==> src/rtl/store_stage_pkg.sv <==
// Shared pipeline-bus types for the store stage: op encoding, FSM states,
// physical address type and the payload bundles moved between stages.
package store_stage_pkg;

    // Physical memory address as carried on the pipeline and memory buses
    typedef logic [20:0] phys_memory_address_t;

    // Operation presented by the execute stage
    typedef enum logic [1:0] {
        OP_NOP          = 2'd0,
        OP_STORE        = 2'd1,
        OP_BRANCH       = 2'd2,
        OP_STORE_BRANCH = 2'd3
    } exec_op_t;

    // Store-stage sequencing states
    typedef enum logic [1:0] {
        ST_IDLE     = 2'd0,
        ST_MEM_REQ  = 2'd1,
        ST_MEM_WAIT = 2'd2,
        ST_REDIRECT = 2'd3
    } store_state_t;

    // Operation bundle as handed over from execute
    typedef struct packed {
        exec_op_t             op;
        phys_memory_address_t addr;
        logic [63:0]          data;
        logic [63:0]          target_pc;
    } exec_bundle_t;

    // Write request as presented to the memory bus
    typedef struct packed {
        phys_memory_address_t addr;
        logic [63:0]          data;
        logic [7:0]           core;
    } mem_write_req_t;

    // Stores are doubleword-granular; low address bits must be zero
    localparam int unsigned STORE_ALIGN_BITS = 3;

    function automatic logic is_misaligned(input phys_memory_address_t addr);
        return addr[STORE_ALIGN_BITS-1:0] != '0;
    endfunction

    function automatic logic op_redirects(input exec_op_t op);
        return (op == OP_BRANCH) || (op == OP_STORE_BRANCH);
    endfunction

endpackage

==> src/rtl/store_stage.sv <==
// Store stage: accepts store/branch operations from execute, issues aligned
// writes to memory, waits (bounded) for the write acknowledge, then
// optionally redirects fetch. Tracks acknowledged stores and sticky errors.
module store_stage
    import store_stage_pkg::*;
#(
    parameter int core_id     = 0,
    parameter int MEM_TIMEOUT = 64
) (
    input  logic        clk,
    input  logic        reset,

    input  logic        exec_valid,
    output logic        exec_ready,
    input  logic [1:0]  exec_op,
    input  logic [20:0] exec_addr,
    input  logic [63:0] exec_data,
    input  logic [63:0] exec_target_pc,

    output logic        mem_req_valid,
    input  logic        mem_req_ready,
    output logic [20:0] mem_req_addr,
    output logic [63:0] mem_req_data,
    output logic [7:0]  mem_req_core,
    input  logic        mem_ack,

    output logic        redirect_valid,
    input  logic        redirect_ready,
    output logic [63:0] redirect_pc,

    output logic        error_misaligned,
    output logic        error_timeout,
    output logic [31:0] stores_done
);

    localparam int unsigned TW = (MEM_TIMEOUT > 1) ? $clog2(MEM_TIMEOUT) : 1;
    localparam logic [TW-1:0] WAIT_LAST = TW'(MEM_TIMEOUT - 1);

    store_state_t   state;
    store_state_t   state_nxt;
    store_state_t   after_store;
    exec_bundle_t   incoming;
    exec_bundle_t   op_q;
    mem_write_req_t req_view;
    logic [TW-1:0]  wait_cnt;
    logic [31:0]    done_cnt;
    logic           err_mis_q;
    logic           err_to_q;
    logic           accept;
    logic           drop_store;
    logic           ack_fire;
    logic           timeout_fire;

    // Bundle the execute-side inputs for latching and decode
    always_comb begin
        incoming.op        = exec_op_t'(exec_op);
        incoming.addr      = exec_addr;
        incoming.data      = exec_data;
        incoming.target_pc = exec_target_pc;
    end

    assign accept      = exec_valid && exec_ready;
    assign after_store = (op_q.op == OP_STORE_BRANCH) ? ST_REDIRECT : ST_IDLE;

    // Next-state decode plus single-cycle event strobes
    always_comb begin
        state_nxt    = state;
        drop_store   = 1'b0;
        ack_fire     = 1'b0;
        timeout_fire = 1'b0;
        case (state)
            ST_IDLE: begin
                if (accept) begin
                    case (incoming.op)
                        OP_NOP:    state_nxt = ST_IDLE;
                        OP_BRANCH: state_nxt = ST_REDIRECT;
                        default: begin
                            // Misaligned stores are dropped; a store-branch still redirects
                            if (is_misaligned(incoming.addr)) begin
                                drop_store = 1'b1;
                                state_nxt  = op_redirects(incoming.op) ? ST_REDIRECT : ST_IDLE;
                            end else begin
                                state_nxt  = ST_MEM_REQ;
                            end
                        end
                    endcase
                end
            end
            ST_MEM_REQ: begin
                if (mem_req_ready) begin
                    state_nxt = ST_MEM_WAIT;
                end
            end
            ST_MEM_WAIT: begin
                // An ack in the final allowed cycle wins over the timeout
                if (mem_ack) begin
                    ack_fire  = 1'b1;
                    state_nxt = after_store;
                end else if (wait_cnt == WAIT_LAST) begin
                    timeout_fire = 1'b1;
                    state_nxt    = after_store;
                end
            end
            ST_REDIRECT: begin
                if (redirect_ready) begin
                    state_nxt = ST_IDLE;
                end
            end
            default: state_nxt = ST_IDLE;
        endcase
    end

    // State, latched payload, wait counter, store count and sticky errors
    always_ff @(posedge clk or posedge reset) begin
        if (reset) begin
            state     <= ST_IDLE;
            op_q      <= '0;
            wait_cnt  <= '0;
            done_cnt  <= '0;
            err_mis_q <= 1'b0;
            err_to_q  <= 1'b0;
        end else begin
            state <= state_nxt;
            if (accept) begin
                op_q <= incoming;
            end
            if ((state == ST_MEM_WAIT) && (state_nxt == ST_MEM_WAIT)) begin
                wait_cnt <= wait_cnt + 1'b1;
            end else begin
                wait_cnt <= '0;
            end
            if (ack_fire) begin
                done_cnt <= done_cnt + 32'd1;
            end
            if (drop_store) begin
                err_mis_q <= 1'b1;
            end
            if (timeout_fire) begin
                err_to_q <= 1'b1;
            end
        end
    end

    // Memory request view; core id is only driven while a request is offered
    always_comb begin
        req_view.addr = op_q.addr;
        req_view.data = op_q.data;
        req_view.core = (state == ST_MEM_REQ) ? 8'(core_id) : '0;
    end

    // Output decode from state and latched payload
    always_comb begin
        exec_ready       = (state == ST_IDLE);
        mem_req_valid    = (state == ST_MEM_REQ);
        mem_req_addr     = req_view.addr;
        mem_req_data     = req_view.data;
        mem_req_core     = req_view.core;
        redirect_valid   = (state == ST_REDIRECT);
        redirect_pc      = op_q.target_pc;
        error_misaligned = err_mis_q;
        error_timeout    = err_to_q;
        stores_done      = done_cnt;
    end

endmodule

==> config.mk <==
export PLATFORM = sky130hd
export DESIGN_NAME = store_stage
export DESIGN_NICKNAME = d
export VERILOG_FILES = /design/src/rtl/store_stage_pkg.sv /design/src/rtl/store_stage.sv
export SDC_FILE = /design/constraint.sdc
export NUM_CORES = 1
export LEC_CHECK = 0
export CAP_MARGIN = 20
export CORE_MARGIN = 2
export CORE_UTILIZATION = 44
export DETAILED_ROUTE_END_ITERATION = 10
export PLACE_DENSITY = 0.79
export SYNTH_ARGS = -nofsm -noshare
export SYNTH_HDL_FRONTEND = slang
export SYNTH_SLANG_ARGS = --single-unit
==> constraint.sdc <==
create_clock -name clk -period 8.15 [get_ports clk]
set_clock_uncertainty 0.15 [all_clocks]
set_input_delay 1.63 -clock clk [delete_from_list [all_inputs] [get_ports clk]]
set_output_delay 1.63 -clock clk [all_outputs]
set_load 0.05 [all_outputs]
==> Yosys cells after proc, flatten, opt, wreduce, memory -nomap -nowiden <==
Index checks and enable logic that the tools add are counted.
{ "word_totals": {"ram_bits": 0, "latchBits": 0, "memories": 0, "ff_bits": 193, "output_inout_bits": 194, "rom_bits": 0} }
{ "op_classes": {"n_addsub": 2, "shift": 0, "n_mul": 0, "eq_ne": 8, "n_reduce_logical": 7, "div_mod_pow": 0, "magnitude_cmp": 0, "n_mux": 20, "n_bitwise": 0} }
{ "ops": {"columns": ["op", "count"], "rows": [
  ["$add 32x1->32 const B", 1],
  ["$mux 2", 8],
  ["$eq 2x2->1 const B", 6],
  ["$mux 1", 9],
  ["$pmux 2 s4", 1],
  ["$add 6x1->6 const B", 1],
  ["$eq 6x6->1 const B", 1],
  ["$mux 6", 1],
  ["$logic_not 2->1", 2],
  ["$pmux 2 s2", 1],
  ["$reduce_bool 3->1", 1],
  ["$eq 2x1->1 const B", 1],
  ["$logic_and 1x1->1", 2],
  ["$reduce_or 2->1", 1],
  ["$logic_or 1x1->1", 1]
]} }

==> Logic depth before layout (Yosys ltp) <==
{ "depth": {"ltp_word": 10, "mapped_depth": 8, "mapped_depth_nobuf": 5} }

==> Worst setup path after synthesis <==
Ideal clock, no wire load.
{ "synth_path": {"path_kind": "flip-flop to output port", "start": "reg state[1]", "end": "out mem_req_valid", "arrival_time_ns": 1.204, "stages_incl_launch_ff": 3, "path_buffers": 1, "required_time_ns": 6.370, "setup_slack_ns": 5.166, "cell_sequence": "dfrtp_1 -> buf_4 -> nor2b_1"} }
{ "synth_between": {"elab_chain_cells": 1} }
{ "synth_rtl": {"columns": ["element", "line_no", "text"], "rows": [
  ["from (decl)", "store_stage.sv:39", "store_state_t state;"],
  ["from (signal assigned)", "store_stage.sv:123", "state <= state_nxt;"],
  ["$eq 2x1->1", "store_stage.sv:154", "mem_req_valid = (state == ST_MEM_REQ);"],
  ["to (decl)", "store_stage.sv:20", "output logic mem_req_valid,"]
]} }
Every way passes these cells.

==> Final worst setup path <==
{ "layout_path": {"start": "reg state[0]", "end": "out mem_req_valid"} }
Same word-level chain as after synthesis.

==> reports/metrics.yaml <==
status:
  outcome: "completed"
synth:
  synth_edf_count: 0
  ys_warn_count: 0
  synth_xor_area_share_pct: 3.36
  syn_area_mm2: 0.00913
  synth_top_family_by_area: "multiplexers"
  synth_mux_area_share_pct: 21.6
  ys_seq_area_share_pct: 52.9
  syn_inst: 664
  synth.top_cell.area_share_pct: 52.9
  yosys.area_share.simple_pct: 5.82
  syn_avg_cell_area_um2: 13.8
  yosys.area.top_type: "dfrtp_1"
  synthTopCellsByArea: "dfrtp_1, buf_4, mux2_4, mux2_2, xnor2_1"
  synth_seq_cells: 193
  synth_compound_area_share_pct: 0.740
  ys.flop_type: "dfrtp_1"
  yosysUniqueCellTypes: 38
  synthArstFlopShare_pct: 100
  synth_adder_area_share_pct: 0.274
  synth_common_cells: "dfrtp_1, buf_4, mux2_2"
  yosysMostFrequentCell: "dfrtp_1"
sta:
  fin_crit_ns: 3.76
  fin_tns_setup_ns: 0
  setup_viol: 0
  worst_slew_pin_slew_ns: 1.10
  clock.fmax_mhz: 266
  slew_headroom_pct: 26.4
  final.period_utilization_pct: 46.2
  slew_violations: 0
  hold_viol_final: 0
  rsz0062_at_grt: "no"
global_routing:
  grtUsageTotal_pct: 18.3
  gr-total-overflow: 0
  grt_first_pass_wirelength_um: 31600
  grt_start_max_net_pins: 119
  antenna_found_initial: 0
  grt_pass1_vias: 5766
cts:
  htreeDepth: 4
  clock_tree.buffer_depth: 2
  path_clk_slew_ns: 0.08
  root_buffer: "clkbuf_16"
  cts_buffers: 17
  insertion_delay_ns: 0.42
  cts.sinks: 193
  cts_resized: 0
  cts_hold_buf: 0
  cts_setup_buffers: 0
  cts_tree: "done"
setup_path:
  rrSetupSlack_ns: 5.45
  critPathKind: "flip-flop to output port"
  reg2reg_from: "state[1]$_DFF_PP0_"
  end_kind: "output port"
  crit_fanout: 11
  cp_top_family: "buffers and inverters"
  r2r_cells: 4
  rr_endpoint: "redirect_pc[9]$_DFFE_PP0P_"
  worstPathCellList: "nor2b_1 > clkdlybuf4s50_1"
  crit_start: "state[0]$_DFF_PP0_"
  cpPeakStageDelay_ns: 0.82
  crit_buf_inv: 1
  cp.depth: 2
  cp-start-kind: "flip-flop"
  required_ns: 6.37
  slowest_stage: "clkdlybuf4s50_1"
  endpoint: "mem_req_valid"
  arrival_ns: 1.98
floorplanning:
  die_y_um: 148
  rows: 52
  die-area_mm2: 0.0219
  ios: 351
  coreArea_mm2: 0.0203
  initial_utilization_pct: 45.0
  fp.dieW_um: 148
routing:
  drt_iter0_drc: 238
  ant_nets: 0
  routed_wl_um: 19900
  firstDrtPassIters: 4
  num_vias: 5448
  wl_per_cell_um: 17.5
  drcViolationCount: 0
  via_per_inst: 4.78
run:
  drv_cap: 0
power_and_ir_drop:
  leakage_nw: 5.16
  p_per_area_mw_per_mm2: 458
  peakVddDrop_mv: 0.249
placed_design:
  routabilityCongestion: 0.739
  port_buffers: 342
  hpwl_um: 14300
layout:
  fillers: 1635
  final_nets: 1014
  utilization_pct: 60.0
  area_delta_synth_final_pct: 33.3
  multiInputGateArea_mm2: 0.00294
  seq_area_mm2: 0.00483
  drive_gt1_share_pct: 22.6
worst_hold_path:
  hold_path.class: "flip-flop to flip-flop"
[layer usage]
layer | share of wire, % | GRT usage [%] | up-vias
met3 | 7.2 | 5.80 | 34
li1 | - | - | 2478
met2 | 50 | 30.5 | 217
met1 | 41 | 22.6 | 2719
met4 | 2.3 | 6.24 | 0
met5 | 0 | 0 | -
[final cells by class]
cell class	count	share of cell area, %
Antenna cell	1	0.0206
Clock buffer	19	3.56
Clock inverter	13	1.07
Inverter	5	0.216
Multi-Input combinational cell	292	24.2
Sequential cell	193	39.7
Tap cell	270	2.78
Timing Repair Buffer	346	28.5
[how the worst min path moves through the flow]
stage / start / end / slack (ns) / cells past startpoint
detailed placement: error_misaligned$_DFFE_PP0P_ / error_misaligned$_DFFE_PP0P_ / 0.31 / 1
global placement: error_misaligned$_DFFE_PP0P_ / error_misaligned$_DFFE_PP0P_ / 0.29 / 1
CTS: stores_done[31]$_DFFE_PP0P_ / stores_done[31]$_DFFE_PP0P_ / 0.33 / 1
floorplan: wait_cnt[0]$_DFF_PP0_ / wait_cnt[0]$_DFF_PP0_ / 0.29 / 1
finish: stores_done[31]$_DFFE_PP0P_ / stores_done[31]$_DFFE_PP0P_ / 0.33 / 1
global route: error_misaligned$_DFFE_PP0P_ / error_misaligned$_DFFE_PP0P_ / 0.34 / 1
[metrics by stage]
stage	power (mW)	std cells	area [µm²]	hold WS [ns]	setup slack [ns]
after floorplan	4.34	671	9160	0.295	1.11
after global placement	4.76	1105	11600	0.290	4.07
after detailed placement	4.80	1105	11600	0.307	4.03
after CTS	5.62	1137	12100	0.329	4.38
after global routing	5.80	1138	12200	0.342	4.26
final	5.57	1139	12200	0.329	4.39
[registers in the layout, summed over array words and instances (netlist names)]
signal / cells
mem_req_data: 64
error_timeout: 1
redirect_pc: 64
wait_cnt: 6
op_q: 2
state: 2
mem_req_addr: 21
error_misaligned: 1
stores_done: 32
[cell families after synthesis]
group | after synthesis
buffers and inverters | 186
multiplexers | 153
adder cells (fa/ha/maj) | 2
AND/OR/NAND/NOR | 84
other | 1
AO/OA/AOI/OAI | 10
XOR/XNOR | 35
flip-flops | 193
[placed cells by master (no fill, tap or decap), types with 2 or more instances in the layout]
| cell | n |
|---|---|
| and3_1 | 8 |
| nor2b_1 | 3 |
| buf_4 | 3 |
| nor3_1 | 4 |
| nand4_1 | 17 |
| and2_1 | 4 |
| clkinv_8 | 2 |
| nand2b_1 | 2 |
| clkinv_4 | 8 |
| inv_1 | 4 |
| ha_1 | 2 |
| clkbuf_16 | 17 |
| inv_8 | 3 |
| nand4b_1 | 3 |
| mux2_2 | 84 |
| xnor2_1 | 30 |
| mux2_4 | 68 |
| nand3_1 | 10 |
| nor2_1 | 9 |
| a21oi_1 | 4 |
| and4_1 | 3 |
| nor3_4 | 2 |
| clkdlybuf4s50_1 | 342 |
| conb_1 | 8 |
| xor2_1 | 5 |
| clkbuf_1 | 2 |
| dfrtp_1 | 193 |
| nand2_1 | 12 |
[worst register-to-register path, stage by stage, from the launching register on]
cell	delay (ns)
dfrtp_1	0.51
nor2_2	0.18
and2_4	0.36
buf_4	0.85
mux2_2	0.52
[report_power, final]
part	total, mW	switching [mW]	internal [mW]
clock	0.797	0.393	0.404
sequential	1.61	0.248	1.36
combinational	3.16	1.92	1.25
total	5.57	2.56	3.02
Note: power is estimated with default switching activity, not from simulation.
